**config.mk**
```make
export PLATFORM = sky130hd
export DESIGN_NAME = crc3_arbiter_ctrl
export DESIGN_NICKNAME = d
export VERILOG_FILES = /design/src/rtl/crc3_arbiter_ctrl.sv
export SDC_FILE = /design/constraint.sdc
export NUM_CORES = 1
export LEC_CHECK = 0
export CORE_MARGIN = 4
export CORE_UTILIZATION = 42
export DETAILED_ROUTE_END_ITERATION = 10
export PLACE_DENSITY = 0.65
export SLEW_MARGIN = 40
export SYNTH_ARGS = -nofsm -noshare
export SYNTH_HDL_FRONTEND = slang
export SYNTH_SLANG_ARGS = --single-unit
```
**constraint.sdc**
```tcl
create_clock -name clk -period 2.3 [get_ports clk]
set_clock_uncertainty 0.05 [all_clocks]
set_input_delay 0.69 -clock clk [delete_from_list [all_inputs] [get_ports clk]]
set_output_delay 0.69 -clock clk [all_outputs]
set_load 0.02 [all_outputs]
```
**src/rtl/crc3_arbiter_ctrl.sv**
```systemverilog
// Two-requester arbiter in front of a serial CRC-3 (x^3+x+1) divider that drives an external gated engine.
// Define CRC3_ARB_RR_EN for round-robin arbitration; otherwise requester 0 has fixed priority.
module crc3_arbiter_ctrl (
    input  logic       clk,
    input  logic       reset,
    input  logic [1:0] req_valid,
    input  logic [4:0] req_msg0,
    input  logic [4:0] req_msg1,
    output logic [1:0] req_ready,
    output logic       res_valid,
    input  logic       res_ready,
    output logic [7:0] res_code,
    output logic       res_id,
    output logic       busy,
    output logic       eng_en,
    output logic       eng_bit
);

    typedef enum logic [1:0] {
        ST_IDLE  = 2'd0,
        ST_SHIFT = 2'd1,
        ST_DONE  = 2'd2
    } state_t;

    state_t     state_r;
    logic [4:0] msg_r;
    logic [2:0] crc_r;
    logic [2:0] bit_idx_r;
    logic       res_valid_r;
    logic [7:0] res_code_r;
    logic       res_id_r;
    logic       busy_r;
    logic       eng_en_r;
    logic       eng_bit_r;
`ifdef CRC3_ARB_RR_EN
    logic       last_r;
`endif

    logic [1:0] grant_s;
    logic       accept_s;
    logic       accept_id_s;
    logic [4:0] accept_msg_s;
    logic       ser_bit_s;
    logic [2:0] crc_next_s;

    // Serial bit for a given position: five message bits MSB-first, then zero flush bits.
    function automatic logic msg_bit(input logic [4:0] msg, input logic [2:0] idx);
        logic b;
        b = 1'b0;
        case (idx)
            3'd0:    b = msg[4];
            3'd1:    b = msg[3];
            3'd2:    b = msg[2];
            3'd3:    b = msg[1];
            3'd4:    b = msg[0];
            default: b = 1'b0;
        endcase
        return b;
    endfunction

    function automatic logic [2:0] crc3_step(input logic [2:0] crc, input logic din);
        return {crc[1:0], din} ^ (crc[2] ? 3'b011 : 3'b000);
    endfunction

    // Grant selection; only offered in IDLE and never while reset is asserted.
    always_comb begin
        grant_s = 2'b00;
        if (reset || (state_r != ST_IDLE)) begin
            grant_s = 2'b00;
        end else begin
            case (req_valid)
                2'b01:   grant_s = 2'b01;
                2'b10:   grant_s = 2'b10;
`ifdef CRC3_ARB_RR_EN
                2'b11:   grant_s = last_r ? 2'b01 : 2'b10;
`else
                2'b11:   grant_s = 2'b01;
`endif
                default: grant_s = 2'b00;
            endcase
        end
    end

    // Accept decode and datapath next values.
    always_comb begin
        accept_s     = |(grant_s & req_valid);
        accept_id_s  = grant_s[1];
        accept_msg_s = grant_s[1] ? req_msg1 : req_msg0;
        ser_bit_s    = msg_bit(msg_r, bit_idx_r);
        crc_next_s   = crc3_step(crc_r, ser_bit_s);
    end

    // Controller FSM with registered outputs.
    always_ff @(posedge clk or posedge reset) begin
        if (reset) begin
            state_r     <= ST_IDLE;
            msg_r       <= 5'd0;
            crc_r       <= 3'd0;
            bit_idx_r   <= 3'd0;
            res_valid_r <= 1'b0;
            res_code_r  <= 8'd0;
            res_id_r    <= 1'b0;
            busy_r      <= 1'b0;
            eng_en_r    <= 1'b0;
            eng_bit_r   <= 1'b0;
`ifdef CRC3_ARB_RR_EN
            last_r      <= 1'b1;
`endif
        end else begin
            case (state_r)
                ST_IDLE: begin
                    if (accept_s) begin
                        msg_r     <= accept_msg_s;
                        res_id_r  <= accept_id_s;
                        crc_r     <= 3'd0;
                        bit_idx_r <= 3'd0;
                        busy_r    <= 1'b1;
                        eng_en_r  <= 1'b1;
                        eng_bit_r <= accept_msg_s[4];
`ifdef CRC3_ARB_RR_EN
                        last_r    <= accept_id_s;
`endif
                        state_r   <= ST_SHIFT;
                    end
                end
                ST_SHIFT: begin
                    crc_r     <= crc_next_s;
                    bit_idx_r <= bit_idx_r + 3'd1;
                    if (bit_idx_r == 3'd7) begin
                        res_code_r  <= {msg_r, crc_next_s};
                        res_valid_r <= 1'b1;
                        eng_en_r    <= 1'b0;
                        eng_bit_r   <= 1'b0;
                        state_r     <= ST_DONE;
                    end else begin
                        eng_bit_r <= msg_bit(msg_r, bit_idx_r + 3'd1);
                    end
                end
                ST_DONE: begin
                    if (res_ready) begin
                        res_valid_r <= 1'b0;
                        busy_r      <= 1'b0;
                        state_r     <= ST_IDLE;
                    end
                end
                default: begin
                    state_r <= ST_IDLE;
                end
            endcase
        end
    end

    assign req_ready = grant_s;
    assign res_valid = res_valid_r;
    assign res_code  = res_code_r;
    assign res_id    = res_id_r;
    assign busy      = busy_r;
    assign eng_en    = eng_en_r;
    assign eng_bit   = eng_bit_r;

endmodule

```
; After elaboration in Yosys (flattened, before gate mapping)
; Cells that the tools add are included.
[classes]
addsub = 1
n_eq_ne = 17
mux = 23
bitwise = 2
n_reduce_logical = 17
[ops]
columns = op, count
row1 = "3-bit by 2-bit == test with 1-bit output, second input constant", 4
row2 = 3-bit one-hot mux with 2 select lines, 2
row3 = 3-bit AND reduction, 4
row4 = 2-bit 2-to-1 mux, 5
row5 = 1-bit one-hot mux with 5 select lines, 2
row6 = "3-bit == test, second input constant", 3
row7 = 1-bit one-hot mux with 2 select lines, 4
row8 = 2-bit nonzero test, 4
row9 = "2-bit == test, second input constant", 3
row10 = "3-bit by 1-bit == test with 1-bit output, second input constant", 2
row11 = 3-bit zero test, 2
row12 = 1-bit 2-to-1 mux, 6
row13 = "2-bit != test, second input constant", 3
row14 = 2-bit one-hot mux with 3 select lines, 1
row15 = 2-bit AND reduction, 3
row16 = 5-bit 2-to-1 mux, 1
row17 = "2-bit by 1-bit == test with 1-bit output, second input constant", 2
row18 = 2-bit one-hot mux with 2 select lines, 1
row19 = 2-bit OR reduction, 2
row20 = "3-bit by 1-bit adder with 3-bit output, second input constant", 1
row21 = 3-bit 2-to-1 mux, 1
row22 = 3-bit by 2-bit bitwise XOR with 3-bit output, 1
row23 = 2-bit bitwise AND, 1
row24 = 2-bit zero test, 1
row25 = 1-bit logical OR, 1
[totals]
ff_bits = 26
input_bits = 15
elab_cells = 70

; Depth between registers and ports, before layout
; Gate-level depths: netlist of the first run.
[logic_depth]
ltp_word = 8
ltp_mapped = 6

; Worst setup path before layout of the first run
; Ideal clock, no wire load.
[synth_timing]
path_type = input -> output
start = input port reset
end = output port req_ready[1]
t_arrival_ns = 1.243
t_required_ns = 1.560
setup_slack_ns = 0.317
cell_stages = 3
cell_sequence = nor3_2 > nand3b_2 > inv_1
[synth_between]
elab_chain_len = 2
[synth_rtl]
columns = element, line
row1 = "start, declared", 5  ; input logic reset,
row2 = 1-bit logical OR, 68  ; if (reset || (state_r != ST_IDLE)) begin
row3 = 2-bit 2-to-1 mux, 68
row4 = "end, declared", 9  ; output logic [1:0] req_ready,
; Every way passes these cells.

; Worst setup path after layout of the first run
[layout_timing]
start = input port req_valid[0]
end = output port req_ready[1]
[layout_between]
elab_chain_len = 4
[layout_rtl]
columns = element, line
row1 = "start, declared", 6  ; input logic [1:0] req_valid,
row2 = 2-bit == test / 2-bit by 1-bit == test with 1-bit output (equally long branches), 71  ; case (req_valid)
row3 = 2-bit OR reduction (no line), -
row4 = 2-bit one-hot mux with 2 select lines (*), 71
row5 = 2-bit 2-to-1 mux (*), 68
; Mark *: on every way between the ends. The rest lies on a longest branch, timed or not.

==> impl_metrics.toml, run 1 <==
[status]
run_status = "completed"

[synthesis]
synth-simple-area-share_pct = 13.07
syn_area_per_cell_um2 = 11.30
synth.area.mux_share_pct = 10.69
seq_area_frac_synth_pct = 49.62
synth_area_leaders = "dfrtp_1, ha_1, nand2_1, mux2i_1, mux2_4"
synthXorXnorAreaFrac_pct = 2.004
synthAdderAreaFrac_pct = 8.588
synth_compound_area_share_pct = 12.88
netlist_area_um2 = 1311
synth_top_area_share_pct = 49.62
syn_inst = 116
synth_largest_area_cell = "dfrtp_1"
synth_seq_cells = 26
synth_top_family_by_area = "simple AND/OR/NAND/NOR gates"
yosysUniqueCellTypes = 34
yosysWarnings = 0
syn-num-nets = 140

[placement]
place_area_um2 = 1717
gp_congestion = 0.7848
dp_hpwl_um = 2201
port_buffers = 29
place_ws_ps = -560.1

[final_layout]
final_net_count = 188
area_growth_pct = 39.79
final_area_um2 = 1833
drive_above_1_share_pct = 22.09
finish.utilization_pct = 60.54
antenna_cells = 0

[pwr]
p_int_w = 0.001443
p_leak_nw = 0.9116
pwr_density_cell_nw_per_um2 = 1254
total_power_w = 0.002299
seqPwrFrac_pct = 36.3
ir_drop_v = 0.0007502
comb_power_share_pct = 50.0
power_switching_share_pct = 37.25
p_clk_share_pct = 13.7
netSwitchingPower_w = 0.0008563

[die]
pin_count = 30
start_util_pct = 43.31
rows = 20
dieWidth_um = 63.88
core-area_um2 = 3028
fp.dieH_um = 63.88
fp.dieArea_um2 = 4080

[job]
maxCapViolations = 0

[global_routing]
grtUsageTotal_pct = 15.05
grt_pass1_vias = 1066
top_usage_layer = "met2"
grt.overflow.total = 0
grt_max_degree = 16
use_met2_pct = 27.35
grt_antenna_before_repair = 0
grt_util_met1_pct = 17.84
grt_pass1_wl_um = 4919
use_met3_pct = 4.394

[sta]
finalSetupViolCount = 0
slew-limit-headroom_pct = 76.60
fin_crit_ps = 2248
max_freq_mhz = 444.8
rsz0062_at_grt = "no"
setup_slack_ps = 51.81
timing.final.crit_share_pct = 97.75
finalMaxSlewViolations = 0
hold_viol_final = 0
worstMarginPinSlew_ps = 350.5

[worst_hold_path]
hp-class = "reg -> reg"

[clock_tree]
cts-root-buf = "clkbuf_4"
cts_tree = "done"
clock_sinks = 26
clk_pin_slew_worst_paths_ps = 150
cts_hold_buf = 0
cts-htree-levels = 1
insertion_delay_ps = 330
numCtsBuffers = 3
clk_path_buf_depth = 2

[setup_path]
crit_path_max_fanout = 3
slowest_stage = "clkdlybuf4s50_1"
path_delay_family = "buffers and inverters"
crit_required_ps = 1560
crit_chain = "clkdlybuf4s50_1 -> nand3b_4 -> inv_2 -> buf_6"
cp_slowest_stage_delay_ps = 510
critical_path_arrival_ps = 1510
critical_path.endpoint_type = "output port"
startpoint_type = "input port"
worst-setup-path-type = "in -> out"
crit_buf_inv = 3

[route]
num_vias = 1005
wl_um = 2856
ant_nets = 0
first_iter_violations = 24
first_pass_iters = 4
drc = 0
vias_per_cell = 4.855
post_drt_wl_per_cell_um = 13.80
## worst reg2reg max path, cell delays in order, from the launching register on
cell	delay [ps]
dfrtp_1	440
nor3_4	280
buf_4	160
buf_4	90
buf_4	90
buf_4	90
buf_4	90
buf_4	80
o21ai_1	50
buf_4	180
o221ai_1	200
## worst paths after layout
kind | startpoint | depth (start not counted) | slack (ps) | end
worst max register to register | state_r[0] | 10 | 380 | eng_bit
worst min register to register | res_valid | 2 | 440 | res_valid
min in group asynchronous | reset | 3 | 520 | msg_r[4]
worst max-delay path | req_valid[0] | 4 | 50 | req_ready[1]
worst min-delay path | res_valid | 2 | 440 | res_valid
max in group asynchronous | reset | 4 | 1240 | res_code[5]
## flip-flops by register name, indices dropped and copies added, names as in the netlist
register,count
res_valid,1
busy,1
eng_en,1
bit_idx_r,3
res_id,1
crc_r,3
state_r,2
res_code,8
msg_r,5
eng_bit,1
## cell usage in the layout, fill, tap and decap left out, types with 2 or more instances in the layout
cell	Yosys	final
clkbuf_4	0	3
xnor2_1	2	2
nand3b_1	2	2
ha_1	9	9
mux2_4	3	3
mux2i_1	5	5
o21ai_1	6	6
o21ai_0	6	6
inv_1	7	6
nand2b_1	3	3
buf_4	0	16
dfrtp_1	26	26
nand2_1	18	18
buf_6	1	2
a22o_1	5	5
clkdlybuf4s50_1	0	26
mux2_2	3	3
## final cells by class
cell class | instances | area [um^2]
sequential | 26 | 650.6
multi-input combinational | 81 | 636.9
clock inverter | 1 | 30.03
fill | 259 | 1195
tap | 44 | 55.05
inverter | 7 | 26.28
clock buffer | 3 | 22.52
timing repair buffer | 45 | 411.6
## routing by layer
layer | routed length [um] | part of all wire, %
met5 | 0 | 0
met4 | 33 | 1.2
met3 | 136 | 4.8
met2 | 1483 | 52
met1 | 1203 | 42
## synthesized netlist by cell type
library cell  count
ha_1              9
buf_6             1
mux2_1            1
clkbuf_1          1
nor3_2            1
o21ba_2           1
nand2_2           1
nand2_1          18
nand3_2           1
nor3_1            1
a222oi_1          1
nand3b_2          1
mux2_4            3
inv_1             7
dfrtp_1          26
o21ai_1           6
nand3b_1          2
a22oi_1           1
nand2b_1          3
a21boi_1          1
mux2_2            3
mux2i_1           5
and2b_2           1
and2_1            1
o21bai_1          1
a21oi_1           1
xnor2_1           2
a2bb2oi_1         1
o21ai_0           6
xor2_1            1
or3_1             1
o221ai_1          1
a22o_1            5
nor4_1            1
## kinds of logic after synthesis
group | Yosys count
xor gates and xnor gates | 3
muxes | 12
and+or+nand+nor | 32
DFF | 26
AOI/OAI and AO/OA | 25
adders and majority gates | 9
buffers and inverters | 9
## power by group through the flow
stage	Combinational, W	Clock (W)	Sequential [W]
after floorplan	0.000581	0	0.000927
after global placement	0.00107	0	0.000833
after detailed placement	0.00110	0	0.000844
after CTS	0.00115	0.000324	0.000834
after global routing	0.00126	0.000338	0.000867
final	0.00115	0.000316	0.000834
## timing repair
item                                    4_1_cts  5_1_grt
endpoints found under the setup margin        2        2
buffers inserted                              6        0
endpoints found under the hold margin         0        0
pin swaps                                     3        1
resized for setup                            15        2
## through the flow
step / setup TNS, ps / hold slack [ps] / std cells
2_1_floorplan: 0 / 421.9 / 116
5_1_grt: 0 / 469.0 / 207
4_1_cts: -0.1196 / 449.4 / 207
3_5_place_dp: -1103 / 414.0 / 197
3_3_place_gp: -1029 / 410.5 / 197
6_report: 0 / 440.9 / 207
Note: power is estimated with default switching activity, not from simulation.
==> run 2, diff against run 1 <==
--- a/config.mk
+++ b/config.mk
@@ -6,9 +6,10 @@
 export NUM_CORES = 1
 export LEC_CHECK = 0
 export CORE_MARGIN = 4
-export CORE_UTILIZATION = 42
+export CORE_UTILIZATION = 35
 export DETAILED_ROUTE_END_ITERATION = 10
-export PLACE_DENSITY = 0.65
+export PLACE_DENSITY = 0.55
+export SETUP_SLACK_MARGIN = 0.3
 export SLEW_MARGIN = 40
 export SYNTH_ARGS = -nofsm -noshare
 export SYNTH_HDL_FRONTEND = slang
==> run 2 against run 1 <==
Net effect:
- register-to-register slack better by 40 ps
- setup slack improved by 220 ps
- maximum frequency grew 11%
- utilization shrank 7.3 points
- sequential power hardly changed
- critical path depth did not move
- non-clock buffer count down 5
- die area rose by 17%
- combinational power down 5%
- sequential share of layout area decreased by 0.26 points
- final cell count down 1.4%
==> impl_metrics.toml, run 2 (same netlist as run 1, synthesis figures left out) <==
[status]
run_status = "completed"

[sta]
timing.final.crit_share_pct = 88.16
finalSetupViolCount = 0
slew-limit-headroom_pct = 74.92
max_freq_mhz = 493.2
worstMarginPinSlew_ps = 375.7
fin_crit_ps = 2028
hold_viol_final = 0
finalMaxSlewViolations = 0
rsz0062_at_grt = "yes"

[job]
maxCapViolations = 0

[setup_path]
crit_path_max_fanout = 3
worst-setup-path-type = "in -> out"
crit_required_ps = 1560
critical_path.endpoint_type = "output port"
startpoint_type = "input port"
critical_path_arrival_ps = 1290

[placement]
place_area_um2 = 1712
dp_cells = 198
port_buffers = 29
gp_congestion = 0.8756
dp_hpwl_um = 2166

[route]
first_pass_iters = 4
ant_nets = 0
post_drt_wl_per_cell_um = 13.94
first_iter_violations = 19
drc = 0
vias_per_cell = 4.760
wl_um = 2844
num_vias = 971

[pwr]
p_leak_nw = 1.033
pwr_density_cell_nw_per_um2 = 1246
total_power_w = 0.002301
ir_drop_v = 0.0004791

[die]
pin_count = 30
rows = 21
core-area_um2 = 3468
fp.dieH_um = 69.21
start_util_pct = 37.81
dieWidth_um = 69.21
fp.dieArea_um2 = 4790

[global_routing]
grt.overflow.total = 0
use_met2_pct = 20.44
grt_util_met1_pct = 17.36
grt_pass1_vias = 998
top_usage_layer = "met2"
use_met3_pct = 2.029
grt_max_degree = 16
grtUsageTotal_pct = 12.85
grt_pass1_wl_um = 5002
grt_antenna_before_repair = 0

[clock_tree]
numCtsBuffers = 3
clk_pin_slew_worst_paths_ps = 80
cts_hold_buf = 0
clock_sinks = 26
cts-root-buf = "clkbuf_8"
insertion_delay_ps = 270
cts-htree-levels = 1
clk_path_buf_depth = 2
cts_tree = "done"

[final_layout]
final_area_um2 = 1847
final_net_count = 183
layout_commonest_cell = "dfrtp_1"
drive_above_1_share_pct = 20.89
antenna_cells = 0
area_growth_pct = 40.84
multi_input_area_um2 = 636.9
nFillCells = 327
stdcell_count = 204
final_cell_mix = "dfrtp_1, nand2_1, clkdlybuf4s50_1, dlymetal6s2s_1, buf_4"
largest_reg_flops = 8
area.sequential_um2 = 650.6

[worst_hold_path]
hp-class = "reg -> reg"
[run 2: changes by cell type in the layout (fill, tap and decap cells not counted)]
cell	previous run	this run
clkbuf_4	3	0
dlymetal6s2s_1	0	12
clkbuf_8	0	3
buf_4	16	11
clkdlybuf4s50_1	26	12
clkbuf_2	0	1
buf_8	0	1
[run 2: report_power, final]
group	internal [W]	switching (W)	leakage (nW)	total, W
logic	0.000562	0.000530	0.677	0.00109
clock network	0.000233	0.000144	0.0357	0.000377
registers	0.000658	0.000173	0.320	0.000831
total	0.00145	0.000848	1.03	0.00230
[run 2: worst max-delay path, stage by stage]
cell	delay (ps)
buf_8	100
nor3_4	190
and2_4	200
buf_6	110
[run 2: timing repair]
action / 4_1_cts / 5_1_grt
pin swaps: 3 / 1
endpoints found under the setup margin: 2 / 14
setup buffers: 1 / 1
gates resized for setup: 26 / 13
[run 2: path summary, 6_finish.rpt]
kind                              start      endpoint  slack [ps]  cells past startpoint
setup / recovery                  reset  req_ready[0]         270                      4
hold / removal                res_valid     res_valid         440                      2
setup reg to reg           bit_idx_r[0]       eng_bit         420                      6
hold reg to reg               res_valid     res_valid         440                      2
max in group asynchronous         reset   res_code[6]        1280                      4
min in group asynchronous         reset  bit_idx_r[2]         450                      3
[run 2: cell type report]
cell class                 instances  share of cell area [%]
sequential                        26                   35.23
multi-input combinational         81                   34.49
timing repair buffer              40                   21.88
tap                               46                   3.117
clock buffer                       3                   2.236
clock inverter                     1                   1.626
inverter                           7                   1.423
[run 2: layer usage]
| layer | up-vias | share of wire (%) |
|---|---|---|
| li1 | 489 | - |
| met2 | 31 | 46 |
| met1 | 447 | 48 |
| met3 | 4 | 4.2 |
| met5 | - | 0 |
| met4 | 0 | 1.8 |
[run 2: per-stage QoR]
stage | TNS, ps | utilization (%) | hold slack [ps] | setup WS [ps]
floorplan | 0 | - | 421.9 | 317.4
global placement | -1083 | 49.35 | 412.0 | -565.3
detailed placement | -1163 | 49.35 | 422.9 | -601.8
CTS | 0 | 52.31 | 445.5 | 225.9
global route | 0 | 53.25 | 467.2 | 249.1
finish | 0 | 53.25 | 436.3 | 272.4
==> run 3, diff against run 2 <==
--- a/config.mk
+++ b/config.mk
@@ -5,9 +5,11 @@
 export SDC_FILE = /design/constraint.sdc
 export NUM_CORES = 1
 export LEC_CHECK = 0
+export CAP_MARGIN = 0
 export CORE_MARGIN = 4
 export CORE_UTILIZATION = 35
 export DETAILED_ROUTE_END_ITERATION = 10
+export GPL_TIMING_DRIVEN = 0
 export PLACE_DENSITY = 0.55
 export SETUP_SLACK_MARGIN = 0.3
 export SLEW_MARGIN = 40
==> run 3 against run 2 <==
Net effect:
- combinational power is essentially flat
- setup slack gained 2.6 ps
- global-route usage grew 0.17 points
- clock-buffer cell count grew 1
- non-clock buffer count shrank 7
- sequential power grew 1%
- design area shrank 3.3%
- clock power shrank 20%
- routed wire length grew 1.9%
- worst hold slack lost 34 ps
- maximum frequency grew 0.13%
- total power shrank 4.0%
==> impl_metrics.toml, run 3 (same netlist as run 1, synthesis figures left out) <==
[sta]
worstMarginPinSlew_ps = 625.7
finalMaxSlewViolations = 0
finalSetupViolCount = 0
rsz0062_at_grt = "yes"
setup_slack_ps = 275.0
timing.final.crit_share_pct = 88.04
hold_viol_final = 0
slew-limit-headroom_pct = 58.20
max_freq_mhz = 493.8
fin_crit_ps = 2025

[route]
drc = 0
post_drt_wl_per_cell_um = 14.71
ant_nets = 0
first_pass_iters = 4
first_iter_violations = 47
wl_um = 2897
num_vias = 1006
vias_per_cell = 5.107

[pwr]
ir_drop_v = 0.0005640
p_leak_nw = 0.9826
pwr_density_cell_nw_per_um2 = 1237

[final_layout]
area_growth_pct = 36.16
final_area_um2 = 1785
final_cell_mix = "dfrtp_1, nand2_1, clkdlybuf4s50_1, dlymetal6s2s_1, ha_1"
layout_commonest_cell = "dfrtp_1"
drive_above_1_share_pct = 17.88
antenna_cells = 0
finish.utilization_pct = 51.48
largest_reg_flops = 8
final_net_count = 176

[clock_tree]
clk_pin_slew_worst_paths_ps = 90
clock_sinks = 26
cts-root-buf = "clkbuf_8"
insertion_delay_ps = 270
numCtsBuffers = 3
cts_hold_buf = 0
cts-htree-levels = 1
clk_path_buf_depth = 2
cts_tree = "done"

[setup_path]
crit_chain = "nor3_4 -> nand3b_4 -> inv_2 -> buf_6"
worst-setup-path-type = "reg -> out"
crit_buf_inv = 2
startpoint_type = "flip-flop"
path_delay_family = "flip-flops"
path_depth = 4
cp_slowest_stage_delay_ps = 450
critical_path_arrival_ps = 1280
crit_path_max_fanout = 5
crit_required_ps = 1560
reg2reg_depth = 6
critical_path.endpoint_type = "output port"
slowest_stage = "dfrtp_2"

[die]
rows = 21
fp.dieArea_um2 = 4790
dieWidth_um = 69.21
pin_count = 30
start_util_pct = 37.81
fp.dieH_um = 69.21
core-area_um2 = 3468

[global_routing]
grt_antenna_before_repair = 0
grt_pass1_vias = 1059
grt_max_degree = 27
grt_pass1_wl_um = 5023
grtUsageTotal_pct = 13.02
grt.overflow.total = 0

[placement]
gp_congestion = 0.9173
place_area_um2 = 1659
port_buffers = 29
place_ws_ps = -747.6
dp_hpwl_um = 2113

[job]
maxCapViolations = 0

[status]
run_status = "completed"

[worst_hold_path]
hp-class = "in -> async"
-- run 3: power breakdown --
| group | leakage (nW) | total, W | internal, W | switching, W |
|---|---|---|---|---|
| logic | 0.636 | 0.00107 | 0.000541 | 0.000524 |
| clock network | 0.0288 | 0.000301 | 0.000153 | 0.000148 |
| registers | 0.317 | 0.000842 | 0.000660 | 0.000182 |
-- run 3: through the flow --
stage | hold slack, ps | std cells | total power [W] | TNS [ps]
detailed placement | 425.3 | 191 | 0.001918 | -1317
CTS | 417.8 | 196 | 0.002240 | 0
global route | 456.1 | 197 | 0.002383 | 0
global placement | 414.4 | 191 | 0.001881 | -1286
finish | 402.1 | 197 | 0.002208 | 0
floorplan | 421.9 | 116 | 0.001508 | 0
-- run 3: worst paths after layout --
kind	to	from	slack, ps
worst max-delay path	req_ready[1]	state_r[0]	280
worst min-delay path	busy	reset	400
worst max register to register	eng_bit	bit_idx_r[0]	440
worst min register to register	res_valid	res_valid	430
max in group asynchronous	state_r[1]	reset	1410
min in group clk	res_valid	res_valid	430
-- run 3: final cells by class --
| class | instances | area (um^2) |
|---|---|---|
| multi-input combinational | 81 | 636.9 |
| clock buffer | 4 | 55.05 |
| buffer | 2 | 15.01 |
| inverter | 7 | 26.28 |
| timing repair buffer | 31 | 341.6 |
| tap | 46 | 57.56 |
| fill | 343 | 1683 |
| sequential | 26 | 653.1 |
-- run 3: repair_timing --
item,CTS,global route
setup endpoints to repair,2,14
gates resized for setup,25,15
setup buffers,1,1
pin swaps,3,2
-- run 3: metal layers --
| metal | global-route usage, % | share of wire (%) | routed length [um] |
|---|---|---|---|
| met5 | 0 | 0 | 0 |
| met4 | 5.640 | 1.1 | 33 |
| met3 | 3.043 | 5.1 | 149 |
| met2 | 20.44 | 46 | 1341 |
| met1 | 17.06 | 47 | 1373 |
